--- config.mk ---
export PLATFORM = sky130hd
export DESIGN_NAME = led_stream_multi
export DESIGN_NICKNAME = d
export VERILOG_FILES = /design/src/rtl/led_stream_pkg.sv /design/src/rtl/led_channel.sv /design/src/rtl/led_stream_multi.sv
export SDC_FILE = /design/constraint.sdc
export NUM_CORES = 1
export LEC_CHECK = 0
export CAP_MARGIN = 10
export CORE_MARGIN = 1
export CORE_UTILIZATION = 44
export DETAILED_ROUTE_END_ITERATION = 8
export HOLD_SLACK_MARGIN = 0.15
export PLACE_DENSITY = 0.72
export SYNTH_ARGS = -nofsm -noshare
export SYNTH_HDL_FRONTEND = slang
export SYNTH_SLANG_ARGS = --single-unit
--- constraint.sdc ---
create_clock -name clk -period 5.97 [get_ports clk]
set_clock_uncertainty 0.2 [all_clocks]
set_input_delay 0.597 -clock clk [delete_from_list [all_inputs] [get_ports clk]]
set_output_delay 0.597 -clock clk [all_outputs]
set_load 0.05 [all_outputs]
--- src/rtl/led_stream_pkg.sv ---
`default_nettype none
// led_stream_pkg: mode encoding, default half-period width and prescaler helper for led_stream_multi (rev 1.0).
package led_stream_pkg;

   typedef enum logic [1:0] {
      LED_OFF   = 2'd0,
      LED_ON    = 2'd1,
      LED_BLINK = 2'd2,
      LED_PULSE = 2'd3
   } led_mode_t;

   localparam int DEFAULT_PERIOD_W = 16;

   function automatic logic [31:0] pre_max(input int clock_freq, input int tick_hz);
      return 32'(clock_freq / tick_hz - 1);
   endfunction

endpackage
`default_nettype wire

--- src/rtl/led_channel.sv ---
`default_nettype none
// led_channel: one LED channel holding its mode, half-period, tick counter and raw output state (rev 1.0).
module led_channel
   import led_stream_pkg::*;
#(
   parameter int PERIOD_W = DEFAULT_PERIOD_W
) (
   input  logic                clk,
   input  logic                rst_n,
   input  logic                tick,
   input  logic                restart,
   input  logic                we,
   input  logic [1:0]          wmode,
   input  logic [PERIOD_W-1:0] whp,
   output logic                state,
   output logic                busy
);

   localparam logic [PERIOD_W-1:0] ONE = PERIOD_W'(1);

   led_mode_t           mode;
   logic [PERIOD_W-1:0] half_period;
   logic [PERIOD_W-1:0] cnt;
   logic                expire;
   logic                counting;

   assign expire   = (cnt == half_period - ONE);
   assign counting = (mode == LED_BLINK) || (mode == LED_PULSE);

   // A write lands on top of a restart: both clear cnt, and the write's mode decides the state.
   always_ff @(posedge clk or negedge rst_n) begin
      if (!rst_n) begin
         mode        <= LED_OFF;
         half_period <= ONE;
         cnt         <= '0;
         state       <= 1'b0;
      end else if (we) begin
         mode        <= led_mode_t'(wmode);
         half_period <= (whp == '0) ? ONE : whp;
         cnt         <= '0;
         state       <= (led_mode_t'(wmode) != LED_OFF);
      end else if (restart) begin
         cnt <= '0;
         if (counting) state <= 1'b1;
      end else if (tick && counting) begin
         if (expire) begin
            cnt <= '0;
            if (mode == LED_BLINK) begin
               state <= ~state;
            end else begin
               state <= 1'b0;
               mode  <= LED_OFF;
            end
         end else begin
            cnt <= cnt + ONE;
         end
      end
   end

   assign busy = (mode == LED_PULSE);

endmodule
`default_nettype wire

--- src/rtl/led_stream_multi.sv ---
`default_nettype none
// led_stream_multi: NUM_LEDS runtime-configurable LED channels sharing one prescaler tick (rev 1.0).
// Optional PWM dimming is enabled by defining LED_STREAM_MULTI_DIM_EN.
module led_stream_multi
   import led_stream_pkg::*;
#(
   parameter  int CLOCK_FREQ = 50000000,
   parameter  int TICK_HZ    = 1000,
   parameter  int NUM_LEDS   = 4,
   parameter  int PERIOD_W   = DEFAULT_PERIOD_W,
   localparam int CH_W       = (NUM_LEDS > 1) ? $clog2(NUM_LEDS) : 1
) (
   input  logic                clk,
   input  logic                rst_n,
   input  logic                cfg_we,
   input  logic [CH_W-1:0]     cfg_ch,
   input  logic [1:0]          cfg_mode,
   input  logic [PERIOD_W-1:0] cfg_half_period,
   input  logic                sync_restart,
`ifdef LED_STREAM_MULTI_DIM_EN
   input  logic [3:0]          cfg_duty,
`endif
   output logic [NUM_LEDS-1:0] led,
   output logic [NUM_LEDS-1:0] pulse_busy,
   output logic                tick
);

   localparam logic [31:0] PRE_MAX = pre_max(CLOCK_FREQ, TICK_HZ);

   logic [31:0] pre_cnt;

   always_ff @(posedge clk or negedge rst_n) begin
      if (!rst_n) begin
         pre_cnt <= '0;
         tick    <= 1'b0;
      end else if (sync_restart) begin
         pre_cnt <= '0;
         tick    <= 1'b0;
      end else if (pre_cnt == PRE_MAX) begin
         pre_cnt <= '0;
         tick    <= 1'b1;
      end else begin
         pre_cnt <= pre_cnt + 32'd1;
         tick    <= 1'b0;
      end
   end

`ifdef LED_STREAM_MULTI_DIM_EN
   logic [3:0] pwm;

   always_ff @(posedge clk or negedge rst_n) begin
      if (!rst_n) pwm <= 4'd0;
      else        pwm <= pwm + 4'd1;
   end
`endif

   // Out-of-range cfg_ch values never match a channel index, so such writes are dropped.
   for (genvar i = 0; i < NUM_LEDS; i++) begin : g_ch
      logic sel;
      logic raw;

      assign sel = cfg_we && (cfg_ch == CH_W'(i));

      led_channel #(
         .PERIOD_W (PERIOD_W)
      ) u_channel (
         .clk     (clk),
         .rst_n   (rst_n),
         .tick    (tick),
         .restart (sync_restart),
         .we      (sel),
         .wmode   (cfg_mode),
         .whp     (cfg_half_period),
         .state   (raw),
         .busy    (pulse_busy[i])
      );

`ifdef LED_STREAM_MULTI_DIM_EN
      logic [3:0] duty;
      logic       lit;

      always_ff @(posedge clk or negedge rst_n) begin
         if (!rst_n) begin
            duty <= 4'hF;
            lit  <= 1'b0;
         end else begin
            if (sel) duty <= cfg_duty;
            lit <= raw & (pwm < duty);
         end
      end

      assign led[i] = lit;
`else
      assign led[i] = raw;
`endif
   end

endmodule
`default_nettype wire

==> metrics.txt <==
run status finished, final reports clean; Worst setup EP type register; clk sinks 173; Post-synth ARST share 100%; DR vias/cell 5.63; # diodes 0; global-route wire length before repair 38.3 mm; Hold Path Sink g_ch[1].u_channel.mode[1]; Leak 4.61 nW; PD cells around 270 nW/um^2; H-tree levels 4; Port Buf Inserts 32; setup_tns 0 ns; Primary FF master, synth dfrtp_1; Residual DRC 0; combinational share of power 17.4%; Setup crit start kind register; Critical Path RT ~6.1 ns; WP data arrival 3.85 ns; GP Congestion 0.885; Synth top area share 41.8%; final core occ 49.6%; vias post-DR approximately 8000; Min-Delay Path Class reg2reg; hold wc startpoint g_ch[1].u_channel.mode[0]; Detail Route Antenna Nets 0; post-synthesis mux area share 4.99%; Die Wd 154 um; Ports 33; Root Driver clkbuf_16; HPWL after detailed placement around 16 mm; endpoints failing setup 0; Max Cap Violations 0; Clk pwr share 36.2%; Max Clock Freq 266 MHz; share of cells above drive strength 1 8.71%; top cells by area, synth dfrtp_1 (42%), xnor2_1 (7.3%), xor2_1 (6.6%); pre-CTS WS approximately 2.3 ns; Yosys reg bits 173; Syn Area/Cell between 9 and 10 sq um; Die Y 154 um; r2r setup slk 2.21 ns; Die Footprint about 24000 sq um; GRT Util Overall just over 20%; GRT overflow 0; Worst-Skew Late Latency approximately 0.43 ns; EDFF count, synth 0; Setup Fix Bufs, Post-CTS 0; Power, Total 3.04 mW; Worst R2R Path Depth 10; CP max FO 14; Flop pwr share 46.3%; Syn-to-layout area delta 10.5%; DP Cell Count 1389; Placed Area 10600 sq um; synth warn 0; critical path class reg2reg; worst vdd ir ~0.19 mV; maximum clock path buffer count 2; Post-Syn Area 10100 sq um; vias in the first global route 7581; Final Instance Area 11200 sq um; FP Rows 55; Final Max Slew Viols 0; sequential fraction of the synthesis area between 40 and 50%; simple-gate share of the synthesized area 25.7%; core area 22600 sq um; RR Startpoint g_ch[2].u_channel.half_period[1]; Synth Area in Compound Gates 8.20%; nets@finish roughly 1200; Post-Synth XOR/XNOR Area 13.8%; CTS buffer count 17; Max-Slew Margin vs Limit 40.0%; initial antenna violation count 0; final worst slack 2.21 ns; setup repair after global routing missed its margin no; most area-hungry cell type in the Yosys netlist dfrtp_1; largest net degree at the start of global routing 73; DR pass1 iterations 6; Crit Reg-Reg Endpoint g_ch[2].u_channel.cnt[15]; final hold vios 0; final cycle utilization of the critical path 63.0%; Initial Util 44.9%; Hold WS 0.283 ns; post-route insts no fill 1422; clk slew on worst S/H paths 0.07 ns; initial DRC count 525; TritonCTS clock tree done; routed wire length 23.5 mm; switch share around 30%; Cells after Synth about 1100; worst-margin pin slew about 0.9 ns; hold depth 1; Syn Nets between 1000 and 1500; P_sw 939 uW; Tmin final 3.76 ns; FILL cells around 2100; routed len/inst 16.5 um; Yosys cell types 70; main combinational cell family by area after synthesis simple AND/OR/NAND/NOR gates; internal power 2.10 mW; Adder-Cell Fraction of Synth Area 1.11%
worst max-delay path by stage:
| stage | start | endpoint | slack, ns |
|---|---|---|---|
| global placement | g_ch[2].u_channel.half_period[1] | g_ch[2].u_channel.cnt[5] | 2.44 |
| floorplan | g_ch[0].u_channel.half_period[1] | g_ch[0].u_channel.cnt[10] | 2.76 |
| CTS | g_ch[2].u_channel.half_period[1] | g_ch[2].u_channel.cnt[13] | 2.28 |
| detailed placement | g_ch[2].u_channel.half_period[1] | g_ch[2].u_channel.cnt[15] | 2.33 |
| global route | g_ch[2].u_channel.half_period[1] | g_ch[2].u_channel.cnt[15] | 1.98 |
| finish | g_ch[2].u_channel.half_period[1] | g_ch[2].u_channel.cnt[15] | 2.21 |
sequential cells by signal, summed over array words and instances (netlist names):
signal,count
g_ch.u_channel.half_period,64
g_ch.u_channel.mode,8
g_ch.u_channel.cnt,64
tick,1
g_ch.u_channel.state,4
pre_cnt,32
cell usage after synthesis, drive strengths merged, types with 13 or more instances:
| library cell | count |
|---|---|
| nand3 | 49 |
| nand2b | 17 |
| a21oi | 19 |
| mux2 | 36 |
| nand4 | 22 |
| nor3 | 20 |
| clkbuf | 37 |
| xor2 | 76 |
| xnor2 | 84 |
| nand2 | 160 |
| dfrtp | 169 |
| nor4 | 22 |
| nor2 | 147 |
| o21ai | 31 |
| buf | 13 |
| inv | 28 |
routing by layer:
| metal | track usage [%] | share of wire (%) |
|---|---|---|
| met1 | 27.6 | 46 |
| met2 | 33.9 | 47 |
| met3 | 3.55 | 5.4 |
| met4 | 5.10 | 1.2 |
| met5 | 0 | 0 |
repair_timing:
item / 4_1_cts / 5_1_grt
endpoints found under the setup margin: 0 / 0
hold buffers: 1 / 0
hold endpoints to repair: 51 / 0
gates resized for setup: 0 / 0
critical path: stages (launching register included):
cell       delay (ns)
dfrtp_1          0.40
inv_1            0.08
ha_1             0.20
or4b_2           0.67
o31ai_1          0.24
o2111ai_1        0.15
nor4_1           0.28
nand4_1          0.16
nor4_2           0.58
a21o_1           0.54
nor2_1           0.12
placed cells by master, fill, tap and decap left out, types with 5 or more instances in the layout:
| cell type | count |
|---|---|
| dfrtp_1 | 169 |
| nand2_1 | 160 |
| nor2_1 | 147 |
| xnor2_1 | 84 |
| xor2_1 | 76 |
| nand3_1 | 49 |
| mux2_2 | 36 |
| o21ai_0 | 31 |
| clkdlybuf4s50_1 | 31 |
| inv_1 | 28 |
| nand4_1 | 22 |
| nor4_1 | 20 |
| nor3_1 | 20 |
| a21oi_1 | 19 |
| nand2b_1 | 17 |
| clkbuf_16 | 17 |
| and3_1 | 12 |
| or3_1 | 11 |
| nor2b_1 | 10 |
| mux2i_1 | 10 |
| nand3b_1 | 9 |
| a31oi_1 | 9 |
| ha_1 | 9 |
| or4_1 | 7 |
| a211oi_1 | 7 |
| nor4b_1 | 6 |
| and2_1 | 6 |
| or2_2 | 5 |
| o31ai_1 | 5 |
| a21o_1 | 5 |
| inv_6 | 5 |
| buf_4 | 5 |
power by group through the flow:
stage / clock [mW] / sequential (mW) / combinational, mW
6_report: 1.10 / 1.41 / 0.529
5_1_grt: 1.16 / 1.42 / 0.588
4_1_cts: 1.12 / 1.40 / 0.530
3_5_place_dp: 0 / 1.43 / 0.523
3_3_place_gp: 0 / 1.42 / 0.511
2_1_floorplan: 0 / 1.37 / 0.419
area by class of cell:
cell class                      instances  area [sq um]  area share [%]
Multi-Input combinational cell        866          5450            48.7
Clock inverter                         13           130            1.16
Inverter                               28           105           0.939
Tap cell                              285           357            3.19
Clock buffer                           19           443            3.96
Sequential cell                       173          4330            38.7
Timing Repair Buffer                   38           369            3.30
cells by family after synthesis:
kind of cell | after synthesis
simple gates | 529
flops | 173
xor+xnor | 160
compound gates | 122
buf+inv | 78
mux | 46
fa+ha+maj | 9
Power figures use the tool's default switching activity.
